[config.mk]
export PLATFORM = sky130hd
export DESIGN_NAME = nbody_integrator_flat
export DESIGN_NICKNAME = d
export VERILOG_FILES = /design/src/rtl/nbody_integrator_if.sv /design/src/rtl/nbody_integrator.sv /design/src/flat_wrapper.sv
export SDC_FILE = /design/constraint.sdc
export NUM_CORES = 1
export LEC_CHECK = 0
export CAP_MARGIN = 40
export CORE_MARGIN = 2
export CORE_UTILIZATION = 35
export DETAILED_ROUTE_END_ITERATION = 8
export GPL_ROUTABILITY_DRIVEN = 0
export REMOVE_ABC_BUFFERS = 1
export SYNTH_ARGS = -nofsm -noshare
export SYNTH_HDL_FRONTEND = slang
export SYNTH_SLANG_ARGS = --single-unit
export TNS_END_PERCENT = 20
[constraint.sdc]
create_clock -name clk -period 13.1 [get_ports clk]
set_clock_uncertainty 0.1 [all_clocks]
set_input_delay 3.275 -clock clk [delete_from_list [all_inputs] [get_ports clk]]
set_output_delay 3.275 -clock clk [all_outputs]
set_load 0.02 [all_outputs]
[src/rtl/nbody_integrator_if.sv]
// Bus bundle between nbody_integrator and its sequencer / body BRAM.
//   start    : one-cycle integrate request (sequencer -> integrator)
//   busy     : integrator is mid-pass
//   done     : one-cycle pulse after the last record is written
//   rd_addr  : BRAM read address, rd_data returns one cycle later
//   wr_addr  : BRAM write address
//   wr_data  : BRAM write data
//   wr_en    : BRAM write enable
// master = integrator side, slave = sequencer/BRAM side.
interface nbody_integrator_if #(
  parameter int ADDR_W = 15,
  parameter int DATA_W = 80
) ();
  logic              start;
  logic              busy;
  logic              done;
  logic [ADDR_W-1:0] rd_addr;
  logic [DATA_W-1:0] rd_data;
  logic [ADDR_W-1:0] wr_addr;
  logic [DATA_W-1:0] wr_data;
  logic              wr_en;

  modport master (
    input  start, rd_data,
    output busy, done, rd_addr, wr_addr, wr_data, wr_en
  );

  modport slave (
    output start, rd_data,
    input  busy, done, rd_addr, wr_addr, wr_data, wr_en
  );
endinterface

[src/rtl/nbody_integrator.sv]
// Semi-implicit Euler integrator for the N-body simulator.
// Walks bodies 0..N-1, reads each body record and its force word from the
// shared BRAM, updates velocity then position (using the new velocity) with
// 16-bit saturating arithmetic, and writes the record back in place.
//   clk   : system clock
//   reset : synchronous, active-high
//   bus   : nbody_integrator_if.master (start/busy/done + BRAM read/write)
// Record : [79:64] pos_x [63:48] pos_y [47:32] vel_x [31:16] vel_y [15:0] mass
// Force  : [31:16] fx [15:0] fy (upper bits ignored)
module nbody_integrator #(
  parameter int N          = 2,
  parameter int ADDR_W     = 15,
  parameter int DATA_W     = 80,
  parameter int BODY_BASE  = 0,
  parameter int FORCE_BASE = 400,
  parameter int DT_SHIFT   = 4
) (
  input  logic clk,
  input  logic reset,
  nbody_integrator_if.master bus
);

  localparam int IDX_W = $clog2(N) + 1;

  typedef enum logic [2:0] {IDLE, RB, RF, CAP, CALC, WR, DONE} state_t;

  state_t state, state_next;

  logic [IDX_W-1:0]  idx;
  logic              last;
  logic [ADDR_W-1:0] body_addr;
  logic [ADDR_W-1:0] force_addr;

  logic [DATA_W-1:0] body_q;
  logic signed [15:0] fx_q, fy_q;
  logic [ADDR_W-1:0] wr_addr_q;
  logic [DATA_W-1:0] wr_data_q;

  logic signed [15:0] pos_x, pos_y, vel_x, vel_y;
  logic [15:0]        mass;
  logic signed [15:0] vx_new, vy_new, px_new, py_new;

  // 17-bit signed sum, clamped back into 16 bits on overflow.
  function automatic logic signed [15:0] add_sat(input logic signed [15:0] a,
                                                 input logic signed [15:0] b);
    logic signed [16:0] s;
    s = {a[15], a} + {b[15], b};
    if (s[16] != s[15])
      return s[16] ? 16'sh8000 : 16'sh7FFF;
    return s[15:0];
  endfunction

  assign last       = (idx == IDX_W'(N - 1));
  assign body_addr  = ADDR_W'(BODY_BASE) + ADDR_W'(idx);
  assign force_addr = ADDR_W'(FORCE_BASE) + ADDR_W'(idx);

  always_ff @(posedge clk) begin
    if (reset) state <= IDLE;
    else       state <= state_next;
  end

  always_comb begin
    state_next  = state;
    bus.busy    = 1'b0;
    bus.done    = 1'b0;
    bus.wr_en   = 1'b0;
    bus.rd_addr = '0;
    case (state)
      IDLE: if (bus.start) state_next = RB;
      RB: begin
        bus.busy    = 1'b1;
        bus.rd_addr = body_addr;
        state_next  = RF;
      end
      RF: begin
        bus.busy    = 1'b1;
        bus.rd_addr = force_addr;
        state_next  = CAP;
      end
      CAP: begin
        bus.busy   = 1'b1;
        state_next = CALC;
      end
      CALC: begin
        bus.busy   = 1'b1;
        state_next = WR;
      end
      WR: begin
        bus.busy   = 1'b1;
        bus.wr_en  = 1'b1;
        state_next = last ? DONE : RB;
      end
      DONE: begin
        bus.busy   = 1'b1;
        bus.done   = 1'b1;
        state_next = IDLE;
      end
      default: state_next = IDLE;
    endcase
  end

  always_ff @(posedge clk) begin
    if (reset)
      idx <= '0;
    else if (state == IDLE && bus.start)
      idx <= '0;
    else if (state == WR && !last)
      idx <= idx + 1'b1;
  end

  always_comb begin
    pos_x  = body_q[79:64];
    pos_y  = body_q[63:48];
    vel_x  = body_q[47:32];
    vel_y  = body_q[31:16];
    mass   = body_q[15:0];
    vx_new = add_sat(vel_x, fx_q >>> DT_SHIFT);
    vy_new = add_sat(vel_y, fy_q >>> DT_SHIFT);
    px_new = add_sat(pos_x, vx_new >>> DT_SHIFT);
    py_new = add_sat(pos_y, vy_new >>> DT_SHIFT);
  end

  // rd_data lags rd_addr by one cycle: the body record arrives in RF and the
  // force word in CAP.
  always_ff @(posedge clk) begin
    if (reset) begin
      body_q    <= '0;
      fx_q      <= '0;
      fy_q      <= '0;
      wr_addr_q <= '0;
      wr_data_q <= '0;
    end else begin
      if (state == RF)
        body_q <= bus.rd_data;
      if (state == CAP) begin
        fx_q <= bus.rd_data[31:16];
        fy_q <= bus.rd_data[15:0];
      end
      if (state == CALC) begin
        wr_addr_q <= body_addr;
        wr_data_q <= DATA_W'({px_new, py_new, vx_new, vy_new, mass});
      end
    end
  end

  assign bus.wr_addr = wr_addr_q;
  assign bus.wr_data = wr_data_q;

endmodule

[src/flat_wrapper.sv]
// flat-port wrapper written by rule: the top's interface ports become plain ports
module nbody_integrator_flat 
#(
  parameter int N          = 2,
  parameter int ADDR_W     = 15,
  parameter int DATA_W     = 80,
  parameter int BODY_BASE  = 0,
  parameter int FORCE_BASE = 400,
  parameter int DT_SHIFT   = 4
)
  (clk, reset, bus_start, bus_rd_data, bus_busy, bus_done, bus_rd_addr, bus_wr_addr, bus_wr_data, bus_wr_en);
  nbody_integrator_if #(.ADDR_W(ADDR_W), .DATA_W(DATA_W)) bus_i ();
  input  logic clk;
  input  logic reset;
  input wire logic [$bits(bus_i.start)-1:0] bus_start;
  input wire logic [$bits(bus_i.rd_data)-1:0] bus_rd_data;
  output wire logic [$bits(bus_i.busy)-1:0] bus_busy;
  output wire logic [$bits(bus_i.done)-1:0] bus_done;
  output wire logic [$bits(bus_i.rd_addr)-1:0] bus_rd_addr;
  output wire logic [$bits(bus_i.wr_addr)-1:0] bus_wr_addr;
  output wire logic [$bits(bus_i.wr_data)-1:0] bus_wr_data;
  output wire logic [$bits(bus_i.wr_en)-1:0] bus_wr_en;
  assign bus_i.start = bus_start;
  assign bus_i.rd_data = bus_rd_data;
  assign bus_busy = bus_i.busy;
  assign bus_done = bus_i.done;
  assign bus_rd_addr = bus_i.rd_addr;
  assign bus_wr_addr = bus_i.wr_addr;
  assign bus_wr_data = bus_i.wr_data;
  assign bus_wr_en = bus_i.wr_en;
  nbody_integrator #(.N(N), .ADDR_W(ADDR_W), .DATA_W(DATA_W), .BODY_BASE(BODY_BASE), .FORCE_BASE(FORCE_BASE), .DT_SHIFT(DT_SHIFT)) u_core (.clk(clk), .reset(reset), .bus(bus_i));
endmodule
==> impl_metrics.py, run 1 <==
metrics = {
    "grt": {
        "gr-total-overflow": 0,
        "grt_use_total_pct": 17.75,
        "grt_max_degree": 108,
        "grt_pass1_wl_um": 44800,
        "antenna_found_initial": 2,
        "grt_pass1_vias": 8901,
    },
    "placement": {
        "portBuffers": 172,
        "place_area_um2": 12350,
        "detailedPlacementHpwl_um": 19950,
    },
    "clock_tree": {
        "cts_setup_buffers": 0,
        "clkTransAtPathRegs_ns": 0.07,
        "htree_levels": 4,
        "clk_latency_ns": 0.44,
        "cts_resized": 0,
        "clock_tree.buffer_depth": 2,
        "cts_hold_buf": 0,
        "clkSinkCount": 191,
        "cts_buffers": 17,
        "root_buffer": "clkbuf_16",
        "cts_tree": "done",
    },
    "timing": {
        "final-setup-viol-count": 0,
        "setup_tns_ns": 0,
        "slew_viol_final": 0,
        "fin_crit_sh_pct": 47.37,
        "fmax_ghz": 0.1612,
        "tightestPinTransition_ns": 0.8655,
        "period_needed_ns": 6.205,
        "relSlewSlack_pct": 42.30,
        "rsz0062_at_grt": "no",
        "hold_viol": 0,
        "holdWs_ns": 0.3553,
    },
    "hold_path": {
        "hold_depth": 2,
        "hp-class": "reg -> reg",
        "hp-start": "u_core.bus.wr_data[2]",
        "hold_path_end": "u_core.bus.wr_data[2]",
    },
    "die": {
        "die_h_um": 176.7,
        "chipWidth_um": 176.7,
        "core_area_um2": 29480,
        "top_level_ports": 196,
        "row_count": 63,
        "start_util_pct": 35.41,
        "die-area_um2": 31220,
    },
    "synthesis": {
        "synth_common_cells": "309 x nand2_1, 191 x dfxtp_1, 181 x a21oi_1, 108 x nor2_1, 59 x clkbuf_1",
        "synth_area_leaders": "dfxtp_1 37%, nand2_1 11%, a21oi_1 8.7%",
        "syn-cell-area_um2": 10440,
        "yosysTopAreaCellShare_pct": 36.63,
        "ys_ff_latch": 191,
        "synth.avg_cell_area_um2": 7.866,
        "synth_most_common_cell": "nand2_1",
        "ys.flop_type": "dfxtp_1",
        "async_reset_ff_share_pct": 0,
        "synth_cell_type_count": 76,
        "synth_area_leader_cell": "dfxtp_1",
        "syn_inst": 1327,
        "synth_edf_count": 0,
        "yosysSeqAreaShare_pct": 36.63,
        "yosysWarnings": 0,
    },
    "finish": {
        "design_area_um2": 12990,
        "nNetsFinal": 1593,
        "final_util_pct": 44.05,
        "area_growth_pct": 24.40,
        "final_layout_size_suffix_gt1_share_pct": 6.502,
    },
    "worst_setup_path": {
        "required_ns": 13.35,
        "endpoint_kind": "register",
        "rr_startpoint": "u_core.fx_q[5]",
        "reg2reg_to": "u_core.bus.wr_data[68]",
        "startpoint_type": "register",
        "cp.arrival_ns": 6.45,
        "reg2reg_slack_ns": 6.89,
        "r2r_cells": 22,
        "critPathMaxFanout": 16,
        "path_class": "reg -> reg",
    },
    "drt": {
        "first_pass_iters": 5,
        "viasPerCell": 5.008,
        "ant_nets": 0,
        "drtIter0Drc": 552,
        "drcViolationCount": 0,
        "routed_wl_um": 27410,
        "vias": 9280,
        "wl_per_cell_um": 14.79,
    },
    "power_and_ir_drop": {
        "cellPowerDensity_nw_per_um2": 116.6,
        "p_leak_nw": 5.075,
        "irDropWorstVdd_mv": 0.08699,
    },
    "status": {
        "status": "finished, final reports clean",
    },
    "flow_run": {
        "cap_violations": 0,
    },
}
cell families (layout without fill, tap and decap cells):
kind of cell,Yosys count,count (layout),synth area share [%]
compound gates,389,389,24.70
flops,191,191,36.63
fa+ha+maj,66,66,8.079
mux,8,8,0.9109
other cells,1,25,0.03592
xor+xnor,47,47,3.943
buf+inv,122,234,5.609
simple gates,503,503,20.09
where the power goes:
group / switching (mW) / internal (mW) / leakage, nW / total [mW]
combinational: 0.186 / 0.128 / 3.23 / 0.314
clock: 0.237 / 0.331 / 0.302 / 0.568
sequential: 0.0231 / 0.609 / 1.55 / 0.633
worst max-delay path, stage by stage (launching register included):
cell and delay (ns):
dfxtp_1 0.33, ha_1 0.30, a21o_1 0.18, a21oi_1 0.27, o21ai_1 0.12, a21o_1 0.19
a2111oi_2 0.56, o21a_1 0.22, nor2_1 0.10, mux2i_2 0.70, a21o_1 0.20, ha_1 0.22
fa_1 0.25, a211oi_1 0.11, o21ai_0 0.27, nand3_1 0.17, a31oi_1 0.39, o2111ai_1 0.19
mux2i_1 0.32, nor4_1 0.09, nor2_1 0.46, nand2_1 0.14, a211oi_2 0.23
flip-flops by register name, summed over array words and instances, names as in the netlist:
| name | cells |
|---|---|
| u_core.body_q | 80 |
| u_core.bus.wr_data | 80 |
| u_core.fx_q | 12 |
| u_core.fy_q | 12 |
| u_core.state | 3 |
| u_core.bus.wr_addr | 2 |
| u_core.idx | 2 |
worst max path at each step:
stage | start | endpoint | slack, ns | cells after the start
finish | u_core.fx_q[5] | u_core.bus.wr_data[68] | 6.89 | 22
global route | u_core.fx_q[5] | u_core.bus.wr_data[68] | 6.14 | 22
CTS | u_core.fx_q[5] | u_core.bus.wr_data[68] | 6.96 | 22
detailed placement | u_core.fx_q[5] | u_core.bus.wr_data[68] | 7.00 | 22
global placement | u_core.state[1] | bus_rd_addr[8] | 6.73 | 3
floorplan | u_core.state[1] | bus_rd_addr[4] | 6.32 | 2
stage by stage:
stage | instances | total power, mW | setup WS (ns)
after floorplan | 1250 | 0.8433 | 6.317
after global placement | 1818 | 0.9533 | 6.725
after detailed placement | 1820 | 0.9610 | 6.998
after CTS | 1851 | 1.532 | 6.961
after global routing | 1853 | 1.595 | 6.145
final | 1853 | 1.514 | 6.895
per-layer routing:
layer	part of all wire (%)	GRT usage, %
met1	47	22.90
met2	47	30.21
met4	1.7	5.682
met5	0	0
met3	4.0	2.878
area by class of cell:
type,instances,area (um^2)
well taps,390,488.0
clock inverters,12,182.7
fillers,3009,16490
diodes,2,5.005
flip-flops and latches,191,3824
inverters,23,86.33
repair buffers,180,1810
multi-input cells,1036,6137
clock buffers,19,452.9
placed cells by master, fill, tap and decap left out, types with 7 or more instances in the layout:
cell type,netlist,layout
nand2_1,309,308
dfxtp_1,191,191
a21oi_1,181,181
clkdlybuf4s50_1,0,171
nor2_1,108,108
ha_1,57,57
xnor2_1,31,31
a21o_1,30,30
a211oi_1,30,30
o21ai_0,28,28
o21a_1,26,26
conb_1,1,23
inv_1,19,19
nor3_1,20,18
clkbuf_16,0,17
xor2_1,16,16
nand3_1,14,13
a211oi_2,12,12
o211ai_1,9,9
and3_1,8,8
o221a_2,8,8
nand2b_1,7,7
a31oi_1,7,7
(Power assumes the default switching activity.)
==> inputs of run 2 (changes only) <==
==> constraint.sdc (replaced) <==
create_clock -name clk -period 5.43 [get_ports clk]
set_clock_uncertainty 0.1 [all_clocks]
set_input_delay 1.3575 -clock clk [delete_from_list [all_inputs] [get_ports clk]]
set_output_delay 1.3575 -clock clk [all_outputs]
set_load 0.02 [all_outputs]
==> run 2 against run 1 <==
Compared with the run above:
- via count up 3.7%
- clock-buffer cell count is 1 lower
- clock power rose by 110%
- cell area increased by 4.2%
- core utilization grew 1.9 points
- critical path depth is the same
- global-route usage up 0.68 points
- non-clock buffer count up 46
- critical endpoint is now u_core.bus.wr_data[66]
- highest routed layer unchanged
==> impl_metrics.py, run 2 (synthesized netlist as in run 1, its figures left out) <==
metrics = {
    "status": {
        "status": "finished, final reports clean",
    },
    "die": {
        "die_h_um": 176.7,
        "row_count": 63,
        "die-area_um2": 31220,
        "top_level_ports": 196,
        "core_area_um2": 29480,
        "start_util_pct": 35.41,
        "chipWidth_um": 176.7,
    },
    "clock_tree": {
        "clkTransAtPathRegs_ns": 0.08,
        "cts_tree": "done",
        "cts_hold_buf": 0,
        "clock_tree.buffer_depth": 2,
        "root_buffer": "clkbuf_16",
        "cts_buffers": 17,
        "htree_levels": 4,
        "clk_latency_ns": 0.44,
        "clkSinkCount": 191,
    },
    "timing": {
        "setup_ws_ns": 0.1572,
        "fmax_ghz": 0.1897,
        "fin_crit_sh_pct": 97.11,
        "hold_viol": 0,
        "holdWs_ns": 0.3535,
        "tightestPinTransition_ns": 0.8758,
        "final-setup-viol-count": 0,
        "setup_tns_ns": 0,
        "relSlewSlack_pct": 41.61,
        "slew_viol_final": 0,
        "period_needed_ns": 5.273,
    },
    "grt": {
        "grt_pass1_vias": 9025,
        "gr-total-overflow": 0,
        "grt_pass1_wl_um": 46090,
        "grt_use_total_pct": 18.42,
        "antenna_found_initial": 0,
        "grt_max_degree": 85,
    },
    "finish": {
        "area_growth_pct": 29.69,
        "fillCellCount": 2957,
        "antenna_cells": 0,
        "final_util_pct": 45.92,
        "final_cell_mix": "307 x nand2_1, 189 x dfxtp_1, 177 x a21oi_1",
        "final_layout_size_suffix_gt1_share_pct": 12.01,
        "finalNonFillerCells": 1897,
        "design_area_um2": 13540,
        "layout_commonest_cell": "nand2_1",
        "nNetsFinal": 1640,
    },
    "flow_run": {
        "cap_violations": 0,
    },
    "worst_setup_path": {
        "path_class": "reg -> reg",
        "startpoint_type": "register",
        "cp.arrival_ns": 5.53,
        "critPathMaxFanout": 8,
        "endpoint_kind": "register",
        "cpPeakStageDelay_ns": 0.39,
        "rr_startpoint": "u_core.fx_q[4]",
        "critPathSlowestCell": "a2111oi_4",
        "worstPathCellList": "ha_4 -> inv_2 -> fa_2 -> nor2b_2 -> o31a_1 -> o41a_1 -> a31o_4 -> a221oi_4 -> o2111ai_2 -> mux2_4 -> a21o_1 -> ha_1 -> a211o_1 -> a2111oi_4 -> o21ai_2 -> a21oi_2 -> o21ai_2 -> a21oi_2 -> nor2_2 -> mux2_4 -> o21a_4 -> a211oi_2",
        "r2r_cells": 22,
        "required_ns": 5.69,
        "worstSetupStartpoint": "u_core.fx_q[4]",
    },
    "hold_path": {
        "hp-class": "reg -> reg",
        "hold_depth": 2,
        "hp-start": "u_core.body_q[14]",
    },
    "power_and_ir_drop": {
        "irDropWorstVdd_mv": 0.2061,
        "power.total_mw": 3.558,
        "cellPowerDensity_nw_per_um2": 262.8,
        "p_leak_nw": 5.311,
    },
    "drt": {
        "viasPerCell": 5.072,
        "drcViolationCount": 0,
        "dr_wl_met2_um": 14100,
        "ant_nets": 0,
        "top_layer": "met4",
        "first_pass_iters": 5,
        "wl_met1_um": 13610,
        "routed_wl_um": 29320,
        "wl_met3_um": 1214,
        "vias": 9622,
        "drtIter0Drc": 554,
        "wl_per_cell_um": 15.45,
    },
    "placement": {
        "detailedPlacementHpwl_um": 20710,
        "place_ws_ns": -0.1899,
        "portBuffers": 172,
        "placed_cells": 1851,
        "place_area_um2": 12580,
    },
}
==> run 2: layout make-up <==
class / instances / area [um^2] / area share [%]
multi-input cells: 1037 / 6429 / 47.49
flip-flops and latches: 191 / 3826 / 28.26
repair buffers: 226 / 2165 / 15.99
well taps: 390 / 488.0 / 3.604
clock buffers: 18 / 429.2 / 3.170
clock inverters: 12 / 115.1 / 0.8503
inverters: 23 / 86.33 / 0.6377
==> run 2: power by group <==
group | switching, mW | internal (mW)
clock | 0.583 | 0.633
combinational | 0.474 | 0.338
sequential | 0.0596 | 1.47
==> run 2: layer usage <==
metal  GRT usage, %  vias to the layer above
met1          23.70                     4461
met4          4.649                        0
met5              0                        -
met3          2.899                       27
met2          32.10                      208
li1               -                     4926
==> run 2: timing repair <==
item                       4_1_cts  5_1_grt
resized for setup                9       50
cloned                           1        0
buffers inserted                 6        9
setup endpoints to repair       15       32
pin swaps                        7       27
==> run 2: worst max-delay path, delay by kind of cell (launching register included) <==
kind,cells,cell delay [ns]
flip-flops,1,0.34
buffers and inverters,1,0.05
multiplexers,2,0.64
adder cells (fa/ha/maj),3,0.66
AND/OR/NAND/NOR,2,0.13
AO/OA/AOI/OAI,14,3.27
==> run 2: final timing paths <==
check / end / slack, ns
worst max-delay path: u_core.bus.wr_data[66] / 0.16
worst min-delay path: u_core.bus.wr_data[14] / 0.35
worst max register to register: u_core.bus.wr_data[66] / 0.16
worst min register to register: u_core.bus.wr_data[14] / 0.35
==> inputs of run 3 (changes only) <==
--- a/config.mk
+++ b/config.mk
@@ -5,6 +5,7 @@
 export SDC_FILE = /design/constraint.sdc
 export NUM_CORES = 1
 export LEC_CHECK = 0
+export ABC_AREA = 1
 export CAP_MARGIN = 40
 export CORE_MARGIN = 2
 export CORE_UTILIZATION = 35
==> run 3 against run 2 <==
Compared with the run above:
- final cell count rose by 0.63%
- largest cell class unchanged
- sequential share of layout area rose by 2.1 points
- largest power group unchanged
- critical path type unchanged
- global-route usage fell by 0.17 points
- fmax rose by 6.7%
==> impl_metrics.py, run 3 <==
metrics = {
    "status": {
        "status": "finished, final reports clean",
    },
    "worst_setup_path": {
        "cpPeakStageDelay_ns": 0.41,
        "reg2reg_to": "u_core.bus.wr_data[50]",
        "critical_path.top_delay_family": "simple AND/OR/NAND/NOR gates",
        "reg2reg_slack_ns": 0.49,
        "path_class": "reg -> reg",
        "r2r_cells": 31,
        "crit_path_frequent_cell": "nand2_1",
        "rr_startpoint": "u_core.fy_q[4]",
        "startpoint_type": "register",
        "critPathMaxFanout": 13,
        "cp.arrival_ns": 5.17,
        "endpoint_kind": "register",
        "critPathSlowestCell": "nor2_1",
        "required_ns": 5.65,
        "cp_num_buf_inv": 5,
    },
    "synthesis": {
        "synth_cell_type_count": 36,
        "synth_mux_area_share_pct": 0,
        "syn_inst": 1377,
        "synth_xor_area_share_pct": 4.380,
        "yosysSeqAreaShare_pct": 38.24,
        "syn-cell-area_um2": 9998,
        "ys_ff_latch": 191,
        "synth_top_family_by_area": "compound AO/OA/AOI/OAI gates",
        "synth_edf_count": 0,
        "synth_area_leaders": "dfxtp_1 38%, o21ai_0 11%, nor2_1 8.1%",
        "synth.avg_cell_area_um2": 7.261,
        "ys.flop_type": "dfxtp_1",
        "synth_most_common_cell": "nor2_1",
        "yosysWarnings": 0,
        "synthAdderAreaFrac_pct": 7.934,
        "async_reset_ff_share_pct": 0,
        "synth_compound_area_share_pct": 20.65,
        "synth_common_cells": "215 x nor2_1, 210 x o21ai_0, 191 x dfxtp_1, 168 x nand2_1, 138 x a21oi_1",
        "synth_area_leader_cell": "dfxtp_1",
        "yosysTopAreaCellShare_pct": 38.24,
        "synthSimpleGateAreaFrac_pct": 19.63,
    },
    "timing": {
        "fin_crit_sh_pct": 91.04,
        "relSlewSlack_pct": 44.74,
        "fmax_ghz": 0.2023,
        "rsz0062_at_grt": "no",
        "slew_viol_final": 0,
        "period_needed_ns": 4.944,
        "setup_ws_ns": 0.4863,
        "hold_viol": 0,
        "tightestPinTransition_ns": 0.8243,
        "final-setup-viol-count": 0,
    },
    "finish": {
        "nNetsFinal": 1661,
        "final_layout_size_suffix_gt1_share_pct": 5.882,
        "final_cell_mix": "213 x nor2_1, 210 x o21ai_0, 191 x dfxtp_1",
        "layout_commonest_cell": "nor2_1",
        "final_util_pct": 45.08,
        "finalNonFillerCells": 1909,
        "area_growth_pct": 25.94,
    },
    "drt": {
        "first_pass_iters": 7,
        "wl_per_cell_um": 14.56,
        "viasPerCell": 4.822,
        "vias": 9206,
        "ant_nets": 0,
        "routed_wl_um": 27790,
        "drtIter0Drc": 555,
        "drcViolationCount": 0,
    },
    "clock_tree": {
        "clkSinkCount": 191,
        "htree_levels": 4,
        "root_buffer": "clkbuf_16",
        "cts_buffers": 17,
        "clkTransAtPathRegs_ns": 0.09,
        "clock_tree.buffer_depth": 2,
        "clk_latency_ns": 0.45,
        "cts_tree": "done",
    },
    "die": {
        "start_util_pct": 35.79,
        "top_level_ports": 196,
        "die-area_um2": 29930,
        "core_area_um2": 27930,
        "die_h_um": 173.0,
        "row_count": 61,
        "chipWidth_um": 173.0,
    },
    "hold_path": {
        "hold_depth": 2,
        "hp-start": "u_core.body_q[1]",
        "hp-class": "reg -> reg",
        "hold_path_end": "u_core.body_q[1]",
    },
    "grt": {
        "grt_pass1_vias": 8703,
        "grt_pass1_wl_um": 44700,
        "antenna_found_initial": 4,
        "gr-total-overflow": 0,
        "grt_max_degree": 75,
        "grt_use_total_pct": 18.25,
    },
    "placement": {
        "portBuffers": 172,
        "detailedPlacementHpwl_um": 20610,
        "place_ws_ns": 0.5679,
        "placed_cells": 1876,
    },
    "power_and_ir_drop": {
        "irDropWorstVdd_mv": 0.2004,
        "power.total_mw": 4.485,
        "p_leak_nw": 5.811,
        "cellPowerDensity_nw_per_um2": 356.2,
    },
    "flow_run": {
        "cap_violations": 0,
    },
}
run 3: final cells by class:
type	instances	area (um^2)
Tap cell	378	473.0
Clock buffer	17	425.4
Fill cell	2874	15340
Inverter	124	469.2
Clock inverter	15	183.9
Multi-Input combinational cell	998	5363
Antenna cell	1	2.502
Timing Repair Buffer	185	1852
Sequential cell	191	3824
run 3: how the worst max path moves through the flow:
stage | from | endpoint | slack (ns) | depth (start not counted)
finish | u_core.fy_q[4] | u_core.bus.wr_data[50] | 0.49 | 31
global route | u_core.fy_q[4] | u_core.bus.wr_data[51] | 0.02 | 31
CTS | u_core.fy_q[4] | u_core.bus.wr_data[50] | 0.54 | 31
detailed placement | u_core.fy_q[4] | u_core.bus.wr_data[51] | 0.57 | 31
global placement | u_core.fx_q[4] | u_core.bus.wr_data[77] | 0.70 | 28
floorplan | u_core.state[1] | u_core.body_q[0] | -1.99 | 5
run 3: tightest hold or removal path, stage by stage (launching register included):
cell     delay, ns
dfxtp_1       0.30
inv_1         0.06
a21oi_1       0.05
run 3: per-stage QoR:
step                setup TNS, ns  cell area [um^2]  hold WS (ns)
finish                          0             12590        0.3566
global route                    0             12590        0.3815
CTS                             0             12580        0.3603
detailed placement              0             11980        0.3451
global placement                0             11930        0.3377
floorplan                 -149.42              9634        0.3318
run 3: logic make-up after synthesis:
kind of cell / after synthesis
xor+xnor: 50
other cells: 1
simple gates: 471
flops: 191
compound gates: 393
fa+ha+maj: 61
buf+inv: 210
run 3: layer usage:
metal | global-route usage (%) | wire (um) | share of wire [%]
met1 | 25.60 | 14040 | 51
met2 | 28.13 | 12020 | 43
met3 | 4.178 | 1339 | 4.8
met4 | 4.838 | 373 | 1.3
met5 | 0 | 23 | 0.083
run 3: repair_timing:
| item | CTS | global route |
|---|---|---|
| hold buffers | 0 | 0 |
| gates resized for setup | 0 | 2 |
| setup buffers | 0 | 0 |
| endpoints found under the setup margin | 0 | 6 |
run 3: power by group:
| part | total, mW | internal, mW | switching [mW] |
|---|---|---|---|
| clock | 1.28 | 0.626 | 0.654 |
| sequential | 1.66 | 1.56 | 0.101 |
| combinational | 1.55 | 0.563 | 0.983 |
